[src/rtl/alu_pkg.sv]
// Shared ALU definitions: RV32 opcode field values, per-type operation encodings,
// the default datapath width and the MUL sequencing states.
package alu_pkg;

    localparam int XLEN_DEFAULT = 32;

    localparam logic [6:0] OP_R     = 7'b0110011;
    localparam logic [6:0] OP_I     = 7'b0010011;
    localparam logic [6:0] OP_B     = 7'b1100011;
    localparam logic [6:0] OP_JAL   = 7'b1101111;
    localparam logic [6:0] OP_JALR  = 7'b1100111;
    localparam logic [6:0] OP_AUIPC = 7'b0010111;

    typedef enum logic [3:0] {
        R_ADD  = 4'd0,
        R_SUB  = 4'd1,
        R_AND  = 4'd2,
        R_OR   = 4'd3,
        R_XOR  = 4'd4,
        R_SLL  = 4'd5,
        R_SRL  = 4'd6,
        R_SRA  = 4'd7,
        R_SLT  = 4'd8,
        R_SLTU = 4'd9,
        R_MUL  = 4'd10
    } r_op_e;

    typedef enum logic [3:0] {
        I_ADD  = 4'd0,
        I_AND  = 4'd1,
        I_OR   = 4'd2,
        I_XOR  = 4'd3,
        I_SLL  = 4'd4,
        I_SRL  = 4'd5,
        I_SRA  = 4'd6,
        I_SLT  = 4'd7,
        I_SLTU = 4'd8
    } i_op_e;

    typedef enum logic [3:0] {
        B_EQ  = 4'd0,
        B_GE  = 4'd1,
        B_GEU = 4'd2,
        B_LT  = 4'd3,
        B_LTU = 4'd4,
        B_NE  = 4'd5
    } b_op_e;

    typedef enum logic {
        ST_IDLE = 1'b0,
        ST_MUL  = 1'b1
    } mul_state_e;

endpackage

[src/rtl/alu_core.sv]
// Combinational ALU datapath selected by opcode type and op field.
// Defining ALU_MUL_EN adds the R-type MUL operation (op 10).
module alu_core
    import alu_pkg::*;
#(
    parameter int XLEN = XLEN_DEFAULT
) (
    input  logic [6:0]      type_i,
    input  logic [3:0]      op_i,
    input  logic [XLEN-1:0] v1_i,
    input  logic [XLEN-1:0] v2_i,
    output logic [XLEN-1:0] result_o
);

    localparam int SHW = $clog2(XLEN);

    logic [SHW-1:0] shamt;
    logic           lt_s;
    logic           lt_u;
    logic           eq;

    assign shamt = v2_i[SHW-1:0];
    assign lt_s  = $signed(v1_i) < $signed(v2_i);
    assign lt_u  = v1_i < v2_i;
    assign eq    = v1_i == v2_i;

    always_comb begin
        result_o = '0;
        case (type_i)
            OP_R: begin
                case (op_i)
                    R_ADD:   result_o = v1_i + v2_i;
                    R_SUB:   result_o = v1_i - v2_i;
                    R_AND:   result_o = v1_i & v2_i;
                    R_OR:    result_o = v1_i | v2_i;
                    R_XOR:   result_o = v1_i ^ v2_i;
                    R_SLL:   result_o = v1_i << shamt;
                    R_SRL:   result_o = v1_i >> shamt;
                    R_SRA:   result_o = $unsigned($signed(v1_i) >>> shamt);
                    R_SLT:   result_o = {{(XLEN-1){1'b0}}, lt_s};
                    R_SLTU:  result_o = {{(XLEN-1){1'b0}}, lt_u};
`ifdef ALU_MUL_EN
                    R_MUL:   result_o = v1_i * v2_i;
`endif
                    default: result_o = '0;
                endcase
            end
            OP_I: begin
                case (op_i)
                    I_ADD:   result_o = v1_i + v2_i;
                    I_AND:   result_o = v1_i & v2_i;
                    I_OR:    result_o = v1_i | v2_i;
                    I_XOR:   result_o = v1_i ^ v2_i;
                    I_SLL:   result_o = v1_i << shamt;
                    I_SRL:   result_o = v1_i >> shamt;
                    I_SRA:   result_o = $unsigned($signed(v1_i) >>> shamt);
                    I_SLT:   result_o = {{(XLEN-1){1'b0}}, lt_s};
                    I_SLTU:  result_o = {{(XLEN-1){1'b0}}, lt_u};
                    default: result_o = '0;
                endcase
            end
            OP_B: begin
                case (op_i)
                    B_EQ:    result_o = {{(XLEN-1){1'b0}}, eq};
                    B_GE:    result_o = {{(XLEN-1){1'b0}}, !lt_s};
                    B_GEU:   result_o = {{(XLEN-1){1'b0}}, !lt_u};
                    B_LT:    result_o = {{(XLEN-1){1'b0}}, lt_s};
                    B_LTU:   result_o = {{(XLEN-1){1'b0}}, lt_u};
                    B_NE:    result_o = {{(XLEN-1){1'b0}}, !eq};
                    default: result_o = '0;
                endcase
            end
            OP_JAL, OP_JALR, OP_AUIPC: result_o = v1_i + v2_i;
            default:                   result_o = '0;
        endcase
    end

endmodule

[src/rtl/alu_queue.sv]
// ALU issue queue feeding a single CDB result register through alu_core.
// Defining ALU_MUL_EN adds a two-state MUL sequencer that delays MUL results by one edge.
module alu_queue
    import alu_pkg::*;
#(
    parameter int XLEN  = XLEN_DEFAULT,
    parameter int ROB_W = 5,
    parameter int DEPTH = 4
) (
    input  logic             clk_in,
    input  logic             rst_in,
    input  logic             rdy_in,
    input  logic             _clear,
    input  logic             _alu_ready,
    input  logic [ROB_W-1:0] _alu_rob_id,
    input  logic [6:0]       _alu_type,
    input  logic [3:0]       _alu_op,
    input  logic [XLEN-1:0]  _alu_v1,
    input  logic [XLEN-1:0]  _alu_v2,
    output logic             _alu_full,
    input  logic             _cdb_grant,
    output logic             _cdb_ready,
    output logic [ROB_W-1:0] _cdb_rob_id,
    output logic [XLEN-1:0]  _cdb_value
);

    localparam int PW = $clog2(DEPTH);
    localparam int CW = PW + 1;
    localparam int EW = ROB_W + 11 + 2 * XLEN;

    logic [EW-1:0]    mem_q [DEPTH];
    logic [PW-1:0]    wr_ptr_q, wr_ptr_d;
    logic [PW-1:0]    rd_ptr_q, rd_ptr_d;
    logic [CW-1:0]    count_q, count_d;
    logic             ready_q, ready_d;
    logic [ROB_W-1:0] tag_q, tag_d;
    logic [XLEN-1:0]  val_q, val_d;

    logic [ROB_W-1:0] head_tag;
    logic [6:0]       head_type;
    logic [3:0]       head_op;
    logic [XLEN-1:0]  head_v1, head_v2, head_result;
    logic             enq, pop, load_now;

    assign {head_tag, head_type, head_op, head_v1, head_v2} = mem_q[rd_ptr_q];

    alu_core #(.XLEN(XLEN)) u_core (
        .type_i   (head_type),
        .op_i     (head_op),
        .v1_i     (head_v1),
        .v2_i     (head_v2),
        .result_o (head_result)
    );

    assign _alu_full = (count_q == CW'(DEPTH));
    assign enq       = _alu_ready && !_alu_full;

`ifdef ALU_MUL_EN
    mul_state_e       state_q, state_d;
    logic [ROB_W-1:0] mul_tag_q, mul_tag_d;
    logic [XLEN-1:0]  mul_val_q, mul_val_d;
    logic             head_is_mul;

    assign head_is_mul = (head_type == OP_R) && (head_op == R_MUL);
    assign pop         = (count_q != '0) && (!ready_q || _cdb_grant) && (state_q == ST_IDLE);
    assign load_now    = pop && !head_is_mul;
`else
    assign pop         = (count_q != '0) && (!ready_q || _cdb_grant);
    assign load_now    = pop;
`endif

    // A granted result frees the register; the head refills it on the same edge.
    always_comb begin
        wr_ptr_d = wr_ptr_q;
        rd_ptr_d = rd_ptr_q;
        ready_d  = ready_q;
        tag_d    = tag_q;
        val_d    = val_q;
`ifdef ALU_MUL_EN
        state_d   = state_q;
        mul_tag_d = mul_tag_q;
        mul_val_d = mul_val_q;
`endif
        if (enq) wr_ptr_d = wr_ptr_q + PW'(1);
        if (pop) rd_ptr_d = rd_ptr_q + PW'(1);
        count_d = count_q + CW'(enq) - CW'(pop);
        if (ready_q && _cdb_grant) ready_d = 1'b0;
        if (load_now) begin
            ready_d = 1'b1;
            tag_d   = head_tag;
            val_d   = head_result;
        end
`ifdef ALU_MUL_EN
        if (pop && head_is_mul) begin
            state_d   = ST_MUL;
            mul_tag_d = head_tag;
            mul_val_d = head_result;
        end
        if (state_q == ST_MUL) begin
            state_d = ST_IDLE;
            ready_d = 1'b1;
            tag_d   = mul_tag_q;
            val_d   = mul_val_q;
        end
`endif
        if (_clear) begin
            wr_ptr_d = '0;
            rd_ptr_d = '0;
            count_d  = '0;
            ready_d  = 1'b0;
            tag_d    = '0;
            val_d    = '0;
`ifdef ALU_MUL_EN
            state_d  = ST_IDLE;
`endif
        end
    end

    always_ff @(posedge clk_in) begin
        if (rst_in) begin
            wr_ptr_q <= '0;
            rd_ptr_q <= '0;
            count_q  <= '0;
            ready_q  <= 1'b0;
            tag_q    <= '0;
            val_q    <= '0;
`ifdef ALU_MUL_EN
            state_q   <= ST_IDLE;
            mul_tag_q <= '0;
            mul_val_q <= '0;
`endif
        end else if (rdy_in) begin
            wr_ptr_q <= wr_ptr_d;
            rd_ptr_q <= rd_ptr_d;
            count_q  <= count_d;
            ready_q  <= ready_d;
            tag_q    <= tag_d;
            val_q    <= val_d;
`ifdef ALU_MUL_EN
            state_q   <= state_d;
            mul_tag_q <= mul_tag_d;
            mul_val_q <= mul_val_d;
`endif
        end
    end

    always_ff @(posedge clk_in) begin
        if (!rst_in && rdy_in && enq && !_clear)
            mem_q[wr_ptr_q] <= {_alu_rob_id, _alu_type, _alu_op, _alu_v1, _alu_v2};
    end

    assign _cdb_ready  = ready_q;
    assign _cdb_rob_id = tag_q;
    assign _cdb_value  = val_q;

endmodule

[config.mk]
export PLATFORM = sky130hd
export DESIGN_NAME = alu_queue
export DESIGN_NICKNAME = d
export VERILOG_FILES = /design/src/rtl/alu_pkg.sv /design/src/rtl/alu_core.sv /design/src/rtl/alu_queue.sv
export SDC_FILE = /design/constraint.sdc
export NUM_CORES = 1
export LEC_CHECK = 0
export ABC_AREA = 1
export ABC_CLOCK_PERIOD_IN_PS = 7500
export CAP_MARGIN = 20
export CORE_MARGIN = 8
export CORE_UTILIZATION = 45
export DETAILED_ROUTE_END_ITERATION = 10
export PLACE_DENSITY = 0.67
export SETUP_SLACK_MARGIN = 0.15
export SYNTH_ARGS = -nofsm -noshare
export SYNTH_HDL_FRONTEND = slang
export SYNTH_SLANG_ARGS = --single-unit
[constraint.sdc]
create_clock -name clk_in -period 7.5 [get_ports clk_in]
set_clock_uncertainty 0.2 [all_clocks]
set_input_delay 1.875 -clock clk_in [delete_from_list [all_inputs] [get_ports clk_in]]
set_output_delay 1.875 -clock clk_in [all_outputs]
set_load 0.02 [all_outputs]
==> summary.txt, run 1 <==
Worst setup path
  – Critical Path RT: 7.83 ns
  – Critical setup path kind: register to register
  – Startpoint types: register
  – Worst path cell trace: inv_4 -> buf_4 -> nand2_1 -> a32oi_1 -> inv_1 -> ha_1 -> inv_1 -> a21oi_1 -> o21ai_0 -> nor2_1 -> nor2_1 -> nor2_1 -> a21oi_1 -> o21ai_0 -> inv_1 -> nand3_1 -> nand2_1 -> nand3_1 -> nand2_1 -> a21oi_1
  – Crit. End Element: register
  – Largest fanout on the critical path: 52
  – Worst path max stage delay: 0.72 ns
  – Slowest CP cell: o21ai_0
  – Worst reg-to-reg setup slack: 2.25 ns
  – Crit path DAT: 5.58 ns

Logic synthesis
  – Most area-consuming cells after synthesis: edfxtp_1 37%, nand2_1 17%, nand3_1 11%
  – Most common flop cell mapped by yosys: edfxtp_1
  – #FFs+latches synth: 367
  – Top-count cell post-synth: nand2_1
  – Area share of the largest cell type after synthesis: 0.371
  – Mapped Cells: 3,548
  – Sequential share of the synthesized area: 0.407
  – Unique cell type count in the Yosys netlist: 53
  – Yosys top cell by area: edfxtp_1
  – Mapped cell area: 25,900 um2
  – Syn_area_per_cell: 7.30 um2
  – Leading cell types by count after synthesis: 1,152 x nand2_1, 555 x nand3_1, 320 x edfxtp_1, 307 x inv_1, 218 x a21oi_1
  – Asr flop ratio synth: 0
  – Synth warn: 0
  – Post-synth net total: 3,740
  – Number of synthesized flops with an enable pin: 320

Place
  – Gpl congestion: 1.10
  – Pre-CTS setup slack: 2.22 ns
  – DP Wirelength: 77.5 mm
  – PortBufs: 124

Final layout
  – Fin nets: 3,750
  – Area added between synthesis and finish: 11.3%
  – Ant diodes: 0
  – Sequential cell area: 10,600 um2
  – Footprint of the multi-input gates: 13,100 um2
  – Share of cells above drive strength 1: 0.0446
  – Filler cells: 5,615
  – Finished Core Util: 0.503

Clock tree
  – Cts hold-fix bufs: 0
  – Clock Path Buffers: 3
  – Worst-path clk slew: 0.06 ns
  – H-tree depth: 2
  – Cts bufs inserted: 39
  – Clock Tree Root: clkbuf_16
  – Resize count post-CTS: 0
  – Clock latency on the worst-skew pair: 0.59 ns
  – CTS tree: yes
  – # clock sinks: 367
  – Post-CTS Setup Bufs: 0

Floorplan
  – Starting Density: 0.452
  – Placeable Area: 57,300 um2
  – Row Count: 88
  – Die Span X: 256 um
  – Num ports: 125
  – Chip height: 256 um
  – DIE AREA: 65,500 um2

Detailed routing
  – Via/cell ratio: 5.91
  – Antenna viol nets, final: 0
  – Routed length per placed instance: 24.2 um
  – DR iter-0 viols: 3,716
  – Vias: 25,700
  – Remaining DRCs: 0
  – WL final: 105 mm
  – Pre-Repair DR Iteration Count: 8

STA
  – Slew Viols, Final: 0
  – # setup viols final: 0
  – Period minus WS final: 5.25 ns
  – Slew @ Worst Pin: 1.22 ns
  – Crit share post-route: 0.700
  – Max Fclk: 190 MHz
  – RSZ-0062 raised after global routing: no
  – Final worst setup slack: 2.25 ns
  – Fin Setup TNS: 0 ns
  – Final Hold Viols: 0
  – Slew headroom: 0.184

Global routing
  – Vias in the first global route: 23,700
  – GRT Total Usage: 0.309
  – Global route overflow: 0
  – Largest net degree at the start of global routing: 162
  – First-pass GRT wire length: 154 mm
  – Initial antenna violation count: 1

Power
  – PwrDens: 205 nW/um2
  – Part of the power in the clock network: 0.338
  – Total power: 5.90 mW
  – Internal power: 3.85 mW
  – Max VDD drop: 0.190 mV
  – Gate power share: 0.283
  – Switching Share: 0.348
  – Net switching power: 2.05 mW
  – Sequential Power Share: 0.379
  – Leakage: 12.2 nW

Status
  – Status: complete, no violations

Min path
  – Hold Crit Start: _cdb_value[2]
  – Worst Hold Class: register to register

Flow run
  – Max Cap Viol: 0
-- worst max-delay path, delay by kind of cell (launching register included) --
| kind | cells | cell delay (ns) |
|---|---|---|
| AOI/OAI and AO/OA | 6 | 1.97 |
| buffers and inverters | 5 | 1.30 |
| and+or+nand+nor | 8 | 0.79 |
| adders and majority gates | 1 | 0.52 |
| DFF | 1 | 0.37 |
-- final timing paths --
kind,to,cells after the start
max,_cdb_value[31],20
min,_cdb_value[2],2
max reg2reg,_cdb_value[31],20
min reg2reg,_cdb_value[2],2
-- power by group through the flow --
stage	combinational [mW]	clock (mW)	sequential, mW
3_3_place_gp	1.60	0	2.28
5_1_grt	1.78	2.10	2.24
3_5_place_dp	1.59	0	2.28
6_report	1.67	1.99	2.24
4_1_cts	1.60	2.02	2.24
2_1_floorplan	1.03	0	2.28
-- layout by cell type, fill, tap and decap left out, types with 28 or more instances in the layout --
cell type / count
o21ai_1: 34
edfxtp_1: 320
nor3_1: 32
inv_1: 306
dfxtp_1: 45
nand4_1: 35
clkdlybuf4s50_1: 123
a21oi_1: 218
ha_1: 103
nor2_1: 202
o21ai_0: 84
buf_4: 38
o22ai_1: 28
nand3_1: 555
clkbuf_16: 40
nand2_1: 1151
-- cell type report --
class	instances	share of cell area
multi-input cells	2657	0.456
well taps	765	0.0332
clock buffers	53	0.0368
clock inverters	17	0.00864
repair buffers	167	0.0563
flip-flops and latches	367	0.366
inverters	326	0.0426
-- per-stage QoR --
step / hold WS, ns / area, um2 / cells
final: 0.262 / 28800 / 4352
after global routing: 0.274 / 28800 / 4352
after CTS: 0.265 / 28800 / 4351
after detailed placement: 0.255 / 27500 / 4281
after global placement: 0.250 / 27500 / 4281
after floorplan: 0.216 / 25900 / 3548
-- logic make-up (layout without fill, tap and decap cells) --
kind of cell,count (synthesis),after routing,share of synthesized area
AND/OR/NAND/NOR,2047,2047,0.336
buffers and inverters,524,563,0.0877
AO/OA/AOI/OAI,487,487,0.111
flip-flops,367,367,0.407
adder cells (fa/ha/maj),106,106,0.0521
XOR/XNOR,17,17,0.00575
-- registers in the layout (all words and copies together), names as in the netlist, named ones only --
name and cells:
_cdb_ready 1, count_q 3, rd_ptr_q 2, _cdb_value 32
wr_ptr_q 2, mem_q 320, _cdb_rob_id 5
-- routing by layer --
metal / routed length [um] / track usage
met3: 11400 / 0.0782
met4: 7080 / 0.179
met5: 13 / 0
met1: 43000 / 0.419
met2: 43700 / 0.444
(Power assumes the default switching activity.)
==> run 2, diff against run 1 <==
--- a/config.mk
+++ b/config.mk
@@ -6,7 +6,7 @@
 export NUM_CORES = 1
 export LEC_CHECK = 0
 export ABC_AREA = 1
-export ABC_CLOCK_PERIOD_IN_PS = 7500
+export ABC_CLOCK_PERIOD_IN_PS = 5300
 export CAP_MARGIN = 20
 export CORE_MARGIN = 8
 export CORE_UTILIZATION = 45
==> constraint.sdc (replaced) <==
create_clock -name clk_in -period 5.3 [get_ports clk_in]
set_clock_uncertainty 0.2 [all_clocks]
set_input_delay 1.325 -clock clk_in [delete_from_list [all_inputs] [get_ports clk_in]]
set_output_delay 1.325 -clock clk_in [all_outputs]
set_load 0.02 [all_outputs]
==> run 2 against run 1 <==
  * Final cell count rose by 1.6%
  * Power is 41% higher
  * Clock-buffer cell count decreased by 4
  * Cell area increased by 2.2%
  * Register-to-register slack worse by 1.7 ns
  * Clock power grew 35%
  * Highest routed layer is now met4
  * Critical endpoint unchanged
  * Sequential share of layout area shrank 0.77 points
  * First-iteration DRC count is 3.8% higher
  * Global-route usage up 0.77 points
  * Largest power group unchanged
  * Via count grew 1.5%
==> summary.txt, run 2 (synthesis results as in run 1) <==
Status
  – Status: complete, no violations

STA
  – Max Fclk: 212 MHz (+11%)
  – Final worst setup slack: 0.587 ns (-1.66 ns)
  – Crit share post-route: 0.889 (+0.189)
  – Period minus WS final: 4.71 ns (-0.537 ns)
  – Hold slack: 0.261 ns (-0.000680 ns)
  – Slew Viols, Final: 0 (unchanged)
  – # setup viols final: 0 (unchanged)
  – Final Hold Viols: 0 (unchanged)
  – RSZ-0062 raised after global routing: no
  – Slew @ Worst Pin: 1.04 ns (-0.187 ns)
  – Slew headroom: 0.309 (+0.125)

Clock tree
  – Post-CTS Setup Bufs: 0 (unchanged)
  – Resize count post-CTS: 0 (unchanged)
  – H-tree depth: 2 (unchanged)
  – Clock Path Buffers: 3 (unchanged)
  – # clock sinks: 367 (unchanged)
  – Clock latency on the worst-skew pair: 0.60 ns (about the same)
  – Cts bufs inserted: 40 (+2.6%)
  – Cts hold-fix bufs: 0 (unchanged)
  – CTS tree: yes
  – Worst-path clk slew: 0.06 ns (about the same)
  – Clock Tree Root: clkbuf_16

Final layout
  – Max FFs per register: 320 (unchanged)
  – Reg with most FFs: mem_q
  – Commonest non-fill, non-tap cell in the layout: nand2_1
  – Area added between synthesis and finish: 13.7%
  – Share of cells above drive strength 1: 0.0632 (+0.0186)
  – Ant diodes: 0 (unchanged)
  – Most frequent cells in the layout: 1,152 x nand2_1, 555 x nand3_1, 320 x edfxtp_1, 307 x inv_1, 218 x a21oi_1
  – Fin nets: 3,819 (+1.8%)
  – Filler cells: 5,634 (+0.34%)

Floorplan
  – Starting Density: 0.452 (unchanged)
  – Num ports: 125 (unchanged)
  – Placeable Area: 57,300 um2 (unchanged)
  – DIE AREA: 65,500 um2 (unchanged)
  – Die Span X: 256 um (unchanged)
  – Chip height: 256 um (unchanged)
  – Row Count: 88 (unchanged)

Place
  – Gpl congestion: 1.07 (-2.6%)
  – PortBufs: 124 (unchanged)
  – DP Wirelength: 81.7 mm (+5.5%)
  – Pre-CTS setup slack: 0.810 ns (-1.41 ns)

Global routing
  – First-pass GRT wire length: 157 mm (+2.1%)
  – Vias in the first global route: 23,900 (+1.1%)
  – Initial antenna violation count: 0 (-1)
  – Largest net degree at the start of global routing: 89 (-45%)
  – Global route overflow: 0 (unchanged)
  – GRT Total Usage: 0.317 (+0.00773)

Detailed routing
  – Remaining DRCs: 0 (unchanged)
  – Pre-Repair DR Iteration Count: 8 (unchanged)
  – WL final: 108 mm (+2.5%)
  – Routed length per placed instance: 24.4 um (+0.92%)
  – Vias: 26,100 (+1.5%)
  – Antenna viol nets, final: 0 (unchanged)
  – DR iter-0 viols: 3,857 (+3.8%)
  – Via/cell ratio: 5.90 (-0.11%)

Worst setup path
  – Largest fanout on the critical path: 50 (-3.8%)
  – Startpoint types: register
  – Crit path DAT: 5.01 ns (-0.57 ns)
  – Path depth of the worst reg2reg path: 22 (+10%)
  – Critical Path Sink: _cdb_value[31]
  – RR Endpoint: _cdb_value[31]
  – Slowest CP cell: ha_1
  – Crit. End Element: register
  – Worst path max stage delay: 0.50 ns (-0.22 ns)
  – Critical setup path kind: register to register
  – Crit-path most repeated cell: nor2_1
  – Critical Path RT: 5.60 ns (-2.23 ns)
  – Worst path cell trace: buf_12 -> buf_12 -> or2_1 -> nand3_1 -> nand2_1 -> inv_1 -> ha_1 -> inv_1 -> a21o_1 -> a21oi_1 -> nor2_1 -> nor2_1 -> nor2_1 -> nor2_1 -> a21oi_1 -> o21ai_0 -> inv_1 -> nand3_1 -> nand2_1 -> nand3_1 -> nand2_1 -> a21oi_1
  – Worst reg-to-reg setup slack: 0.59 ns (-1.66 ns)

Power
  – Max VDD drop: 0.330 mV (+73%)
  – Leakage: 12.6 nW (+3.0%)
  – PwrDens: 282 nW/um2 (+38%)

Min path
  – Worst Hold Class: register to register

Flow run
  – Max Cap Viol: 0 (unchanged)
[run 2: cell types whose count changed in the layout (fill, tap and decap cells not counted), sizes merged]
cell      delta
buf         +68
inv          +1
clkinvlp     +1
clkbuf       -4
bufinv       -4
clkinv       +6
[run 2: cell type report]
cell class | count | area, um2 | share of cell area
clock buffer | 49 | 1060 | 0.0362
clock inverter | 21 | 173 | 0.00586
inverter | 326 | 1230 | 0.0417
multi-input combinational | 2657 | 13100 | 0.446
sequential | 367 | 10600 | 0.359
tap | 765 | 957 | 0.0325
timing repair buffer | 235 | 2320 | 0.0788
[run 2: worst min-delay path by stage]
stage                         startpoint        endpoint  slack, ns  cells after the start
final                     _cdb_value[31]  _cdb_value[31]       0.26                      2
after global routing         rd_ptr_q[1]        register       0.28                      1
after CTS                  _cdb_value[9]   _cdb_value[9]       0.26                      2
after detailed placement     rd_ptr_q[1]        register       0.25                      1
after global placement    _cdb_rob_id[2]  _cdb_rob_id[2]       0.25                      2
after floorplan              rd_ptr_q[1]        register       0.22                      1
[run 2: metal layers]
metal | part of all wire | track usage | vias up | routed length (um)
li1 | - | - | 12100 | -
met1 | 0.40 | 0.423 | 12200 | 43200
met2 | 0.42 | 0.464 | 1534 | 45100
met3 | 0.11 | 0.0734 | 266 | 11700
met4 | 0.072 | 0.192 | 0 | 7750
met5 | 0 | 0 | - | 0
[run 2: report_power, final]
group          switching [mW]  leakage (nW)  internal [mW]
clock                    1.20         0.606           1.49
sequential             0.0102          3.26           3.16
combinational            1.77          8.72          0.677
[run 2: critical path, delay by kind of cell, from the launching register on]
family | cells | cell delay (ns)
flip-flops | 1 | 0.49
AO/OA/AOI/OAI | 5 | 0.93
adder cells (fa/ha/maj) | 1 | 0.50
buffers and inverters | 5 | 0.91
AND/OR/NAND/NOR | 11 | 1.56
[run 2: per-stage QoR]
stage	power (mW)	utilization	instance area, um2	setup TNS (ns)	std cells
floorplan	4.69	-	25900	-219.17	3548
global placement	5.57	0.493	28200	0	4350
detailed placement	5.56	0.493	28200	0	4350
CTS	8.23	0.514	29400	0	4420
global route	8.61	0.514	29400	0	4420
finish	8.30	0.514	29400	0	4420
